$ cat src/rtl/hack_cpu_param.sv
// hack_cpu_param: parametrised Hack CPU core with a slow-memory window, retire pulse and optional single-step
// Ports: clk, reset (sync, active-high); instruction = ROM word at prog_counter;
//   mem_busy = slow window owned by another master; mem_rdata = data at mem_address;
//   mem_load = write strobe; mem_address = A; mem_wdata = ALU out; prog_counter = ROM address;
//   retired = one-cycle pulse per completed instruction; step (only with HACK_STEP_EN) gates DECODE.
module hack_cpu_param #(
  parameter int WIDTH = 16,
  parameter logic [WIDTH-1:0] SLOW_MASK = 16'h6000,
  parameter logic [WIDTH-1:0] SLOW_BASE = 16'h4000,
  parameter int READ_LAT = 2
) (
  input  logic             clk,
  input  logic             reset,
  input  logic [WIDTH-1:0] instruction,
  input  logic             mem_busy,
  input  logic [WIDTH-1:0] mem_rdata,
`ifdef HACK_STEP_EN
  input  logic             step,
`endif
  output logic             mem_load,
  output logic [WIDTH-1:0] mem_address,
  output logic [WIDTH-1:0] mem_wdata,
  output logic [WIDTH-1:0] prog_counter,
  output logic             retired
);
  localparam int CW = $clog2(READ_LAT + 1);
  typedef enum logic [2:0] {FETCH, DECODE, WB, MEM_READ, MEM_FETCH} state_t;
  state_t state, next_state;
  logic [WIDTH-1:0] a_reg, d_reg, m_latch, alu_x, alu_y, alu_out;
  logic [WIDTH-1:0] x1, x2, y1, y2, sum_and;
  logic [5:0] comp;
  logic [2:0] dest, jmp;
  logic is_a, go, slow_a, commit, zr, ng, take, rd_done, rd_started;
  logic [CW-1:0] wcnt;
`ifdef HACK_STEP_EN
  assign go = step;
`else
  assign go = 1'b1;
`endif
  assign x1 = comp[5] ? '0 : alu_x;
  assign x2 = comp[4] ? ~x1 : x1;
  assign y1 = comp[3] ? '0 : alu_y;
  assign y2 = comp[2] ? ~y1 : y1;
  assign sum_and = comp[1] ? x2 + y2 : x2 & y2;
  assign alu_out = comp[0] ? ~sum_and : sum_and;
  assign zr = alu_out == '0;
  assign ng = alu_out[WIDTH-1];
  assign take = |(jmp & {ng, zr, !zr && !ng});
  assign slow_a = (a_reg & SLOW_MASK) == SLOW_BASE;
  // the stall decision looks at the A value in effect before this WB commits
  assign commit = !dest[0] || !slow_a || !mem_busy;
  // once the window has been granted the latency count runs regardless of mem_busy
  assign rd_started = wcnt != '0 || !mem_busy;
  assign rd_done = !slow_a || (rd_started && wcnt == CW'(READ_LAT - 1));
  assign mem_address = a_reg;
  assign mem_wdata = alu_out;
  always_ff @(posedge clk)
    state <= reset ? FETCH : next_state;
  always_comb begin
    next_state = state;
    case (state)
      FETCH:     next_state = DECODE;
      DECODE:    next_state = !go ? DECODE : instruction[WIDTH-1] ? WB : MEM_READ;
      WB:        next_state = !commit ? WB : dest[2] ? MEM_READ : take ? FETCH : DECODE;
      MEM_READ:  next_state = rd_done ? MEM_FETCH : MEM_READ;
      MEM_FETCH: next_state = DECODE;
      default:   next_state = FETCH;
    endcase
  end
  always_comb mem_load = state == WB && dest[0];
  always_ff @(posedge clk)
    if (reset) begin
      prog_counter <= '0;
      a_reg <= '0;
      d_reg <= '0;
      m_latch <= '0;
      alu_x <= '0;
      alu_y <= '0;
      comp <= '0;
      dest <= '0;
      jmp <= '0;
      is_a <= 1'b0;
      wcnt <= '0;
      retired <= 1'b0;
    end else begin
      retired <= (state == WB && commit) || (state == MEM_FETCH && is_a);
      case (state)
        DECODE: if (go) begin
          prog_counter <= prog_counter + 1'b1;
          is_a <= !instruction[WIDTH-1];
          if (!instruction[WIDTH-1]) a_reg <= {1'b0, instruction[WIDTH-2:0]};
          else begin
            comp <= instruction[11:6];
            dest <= instruction[5:3];
            jmp <= instruction[2:0];
            alu_x <= d_reg;
            alu_y <= instruction[12] ? m_latch : a_reg;
          end
        end
        WB: if (commit) begin
          if (dest[2]) a_reg <= alu_out;
          if (dest[1]) d_reg <= alu_out;
          if (dest[0]) m_latch <= alu_out;
          if (take) prog_counter <= a_reg;
        end
        MEM_READ: if (slow_a && rd_started && !rd_done) wcnt <= wcnt + 1'b1;
        MEM_FETCH: begin
          m_latch <= mem_rdata;
          wcnt <= '0;
        end
        default: ;
      endcase
    end
endmodule
$ cat config.mk
export PLATFORM = sky130hd
export DESIGN_NAME = hack_cpu_param
export DESIGN_NICKNAME = d
export VERILOG_FILES = /design/src/rtl/hack_cpu_param.sv
export SDC_FILE = /design/constraint.sdc
export NUM_CORES = 1
export LEC_CHECK = 0
export ABC_AREA = 1
export CAP_MARGIN = 25
export CELL_PAD_IN_SITES_DETAIL_PLACEMENT = 2
export CELL_PAD_IN_SITES_GLOBAL_PLACEMENT = 2
export CORE_MARGIN = 5
export CORE_UTILIZATION = 31
export CTS_CLUSTER_SIZE = 20
export DETAILED_ROUTE_END_ITERATION = 10
export GPL_TIMING_DRIVEN = 1
export PLACE_DENSITY_LB_ADDON = 0.08
export SETUP_SLACK_MARGIN = 0.3
export SLEW_MARGIN = 20
export SYNTH_ARGS = -nofsm -noshare
export SYNTH_HDL_FRONTEND = slang
export SYNTH_SLANG_ARGS = --single-unit
$ cat constraint.sdc
create_clock -name clk -period 4.27 [get_ports clk]
set_input_delay 0.6405 -clock clk [delete_from_list [all_inputs] [get_ports clk]]
set_output_delay 0.6405 -clock clk [all_outputs]
set_load 0.02 [all_outputs]
==> results of run 1 <==
critical path, cell delays in order (launching register included):
cell	delay, ps
sky130_fd_sc_hd__dfxtp_2	350
sky130_fd_sc_hd__clkinvlp_4	110
sky130_fd_sc_hd__buf_12	150
sky130_fd_sc_hd__nand2_1	70
sky130_fd_sc_hd__xor2_1	160
sky130_fd_sc_hd__inv_1	100
sky130_fd_sc_hd__ha_1	380
sky130_fd_sc_hd__nand2_1	110
sky130_fd_sc_hd__inv_1	70
sky130_fd_sc_hd__nand3_2	100
sky130_fd_sc_hd__nand2_2	110
sky130_fd_sc_hd__nand2_1	60
sky130_fd_sc_hd__nand3_1	60
sky130_fd_sc_hd__nand2_1	100
sky130_fd_sc_hd__xor2_2	180
sky130_fd_sc_hd__inv_1	250
sky130_fd_sc_hd__dlygate4sd2_1	380
worst paths after layout:
path | endpoint | slack, ps | cells after the start
worst max-delay path | mem_wdata[5] | 460 | 16
worst min-delay path | jmp[0] | 460 | 2
worst max register to register | prog_counter[14] | 560 | 23
worst min register to register | jmp[0] | 460 | 2
repair_timing:
| item | CTS | global route |
|---|---|---|
| setup endpoints to repair | 23 | 29 |
| resized for setup | 33 | 27 |
| hold buffers | 0 | 0 |
| pin swaps | 0 | 3 |
| endpoints found under the hold margin | 0 | 0 |
| buffers inserted | 2 | 3 |
| gates cloned | 0 | 1 |
where the power goes:
group          switching [W]  internal (W)  leakage (nW)
Clock               0.000588      0.000922         0.282
Sequential          0.000125       0.00118         0.940
Combinational        0.00106      0.000577          3.11
Total                0.00177       0.00268          4.33
per-layer routing:
metal / vias to the layer above / track usage (%) / part of all wire [%]
met1: 3866 / 29.6 / 45
met2: 126 / 41.9 / 51
met5: - / 0 / 0
li1: 3771 / - / -
met3: 28 / 3.92 / 3.1
met4: 0 / 5.44 / 1.4
metrics by stage:
| stage | cells | hold slack, ps | setup WS (ps) | utilization (%) |
|---|---|---|---|---|
| final | 1540 | 464 | 463 | 39.5 |
| after global routing | 1540 | 478 | 233 | 39.5 |
| after CTS | 1536 | 465 | 218 | 39.2 |
| after detailed placement | 1502 | 456 | 217 | 36.3 |
| after global placement | 1501 | 448 | 317 | 36.3 |
| after floorplan | 1137 | 430 | 600 | - |
cells in the mapped netlist (2+ instances only):
master / instances
sky130_fd_sc_hd__buf_4: 4
sky130_fd_sc_hd__o21ai_0: 84
sky130_fd_sc_hd__a221oi_1: 6
sky130_fd_sc_hd__ha_1: 19
sky130_fd_sc_hd__nand2_1: 298
sky130_fd_sc_hd__nand2_4: 6
sky130_fd_sc_hd__nor2_4: 3
sky130_fd_sc_hd__o21ai_1: 4
sky130_fd_sc_hd__xor2_1: 38
sky130_fd_sc_hd__dfxtp_1: 115
sky130_fd_sc_hd__mux2i_1: 5
sky130_fd_sc_hd__buf_2: 5
sky130_fd_sc_hd__inv_1: 145
sky130_fd_sc_hd__a21oi_1: 75
sky130_fd_sc_hd__a31oi_1: 20
sky130_fd_sc_hd__nand3_1: 79
sky130_fd_sc_hd__nor3_1: 3
sky130_fd_sc_hd__and2_1: 2
sky130_fd_sc_hd__nand2_2: 17
sky130_fd_sc_hd__nor2_1: 85
sky130_fd_sc_hd__o211ai_1: 11
sky130_fd_sc_hd__xnor2_1: 6
sky130_fd_sc_hd__or2_2: 4
sky130_fd_sc_hd__nand4_4: 2
sky130_fd_sc_hd__buf_1: 2
sky130_fd_sc_hd__clkinv_1: 3
sky130_fd_sc_hd__nand4_1: 6
sky130_fd_sc_hd__inv_2: 6
sky130_fd_sc_hd__nor2_2: 16
sky130_fd_sc_hd__nand3_2: 10
sky130_fd_sc_hd__clkbuf_1: 44
kinds of logic after synthesis:
kind of cell             after synthesis
AO/OA/AOI/OAI                        205
multiplexers                           5
AND/OR/NAND/NOR                      536
XOR/XNOR                              45
adder cells (fa/ha/maj)               20
buffers and inverters                211
flip-flops                           115
cell type report:
| cell class | instances | share of cell area [%] |
|---|---|---|
| multi-input combinational | 812 | 47.1 |
| sequential | 115 | 24.8 |
| timing repair buffer | 108 | 11.1 |
| inverter | 154 | 6.27 |
| clock buffer | 17 | 4.57 |
| tap | 319 | 4.29 |
| clock inverter | 15 | 1.95 |
==> metrics, run 1 <==
row count 56; number of detailed-routing iterations run before antenna repair 4; Root Driver sky130_fd_sc_hd__clkbuf_16; CP arrival 3170 ps; setup repair after global routing missed its margin yes; final RePlAce weighted congestion 0.826; Lkg Pwr 4.33 nW; clock slew seen by the registers of the worst setup and hold paths 60 ps; category of the most critical setup path flip-flop to output pin; starting utilization of the core area 31.5%; number of inserted diodes 0; area of the die 0.0271 mm²; via density per instance 5.06; Hold/Removal Path Class flip-flop to flip-flop; vias in the first global route 8418; DRC Markers 0; combinational family with the most area after synthesis simple AND/OR/NAND/NOR gates; Mapped Area 0.00741 mm²; status finished, final reports clean; fraction of layout instances using a drive strength above 1 12.9%; most used flip-flop cell after synthesis sky130_fd_sc_hd__dfxtp_1; Reg-to-Reg Start comp[3]; DPL Wire Length 23200 µm; Setup Viol. Count Final 0; design area 0.00930 mm²; total cell area at the placement stage 0.00856 mm²; Synth-to-Final Area Change 25.5%; Crit Path Max Fanout 11; Yosys top cell by area sky130_fd_sc_hd__dfxtp_1; final hold violations 0; post-synthesis compound-gate area fraction 15.2%; Ports 85; share of synthesized flip-flops with an asynchronous set or reset 0%; crit start category flip-flop; area of the multi-input gates 0.00438 mm²; most common library cell in the layout ignoring fill and taps sky130_fd_sc_hd__nand2_1; highest-count cells in the layout ignoring fill and taps sky130_fd_sc_hd__nand2_1, sky130_fd_sc_hd__inv_1, sky130_fd_sc_hd__dfxtp_1; maximum vdd drop 237 µV; relative slew slack 44.8%; post-synthesis cell count 1137; clock sink count 115; Hold Path Origin jmp[0]; fmax 0.263 GHz; synthesized net count 1192; overall power consumption 0.00446 W; count of maximum capacitance violations 0; final cycle utilization of the critical path 89.2%; Total Routed Length 31400 µm; count of flip-flops with a built-in enable after synthesis 0; count of warnings emitted by yosys 0; buffers added on ports 84; ANT nets after route 0; Wirelength per Cell 20.4 µm; maximum buffer depth of the clock tree 2; pin count of the biggest net entering global routing 62; count of vias placed by the detailed router 7791; share of the synthesized netlist area taken by xor and xnor gates 5.42%; Synth area leaders sky130_fd_sc_hd__dfxtp_1, sky130_fd_sc_hd__nand2_1, sky130_fd_sc_hd__inv_1, sky130_fd_sc_hd__o21ai_0, sky130_fd_sc_hd__nand3_1; core area 0.0235 mm²; synthesized area divided by synthesized cell count 6.52 µm²; Seq cells post-synth 115; synthesized-area fraction occupied by adder cells 3.48%; total clock buffers created by CTS 17; Simple-Gate Fraction of Synth Area 32.9%; fill count 2860; overall track demand over capacity in global routing 23.5%; required time reported for the critical path endpoint 3630 ps; final max-slew violation count 0; critical path capture point type output pin; count of nets after finishing 1263; minimum clock period after layout 3810 ps; Worst Max-Slew Pin Slew 825 ps; Reg area 0.00230 mm²; CTS tree built; number of antenna violations at the first check in global routing 0; count of H-tree levels built during CTS 4; grt ovf 0; total negative setup slack 0 ps; register area share after synthesis 31.1%; fraction of synthesized cell area taken by the top area cell type 31.1%; Power per Cell Area 479 mW/mm²; origin of the worst setup path comp[3]; wire length of the first global-routing pass 48500 µm; Die Height 165 µm; Detailed Route Iter0 Violations 314; clk_skew 16.6 ps; Distinct cells, synth 45; source-to-sink clock delay at the later pin of the worst-skew pair 420 ps; mux share of post-synthesis cell area 0.675%; horizontal extent of the die 165 µm
No activity file was read; power rests on OpenSTA's default activity.
==> inputs of run 2 (changes only) <==
--- a/config.mk
+++ b/config.mk
@@ -14,6 +14,7 @@
 export CTS_CLUSTER_SIZE = 20
 export DETAILED_ROUTE_END_ITERATION = 10
 export GPL_TIMING_DRIVEN = 1
+export HOLD_SLACK_MARGIN = 0.12
 export PLACE_DENSITY_LB_ADDON = 0.08
 export SETUP_SLACK_MARGIN = 0.3
 export SLEW_MARGIN = 20
==> results of run 2 <==
No change in the layout: final DEF, timing and power equal those of run 1.
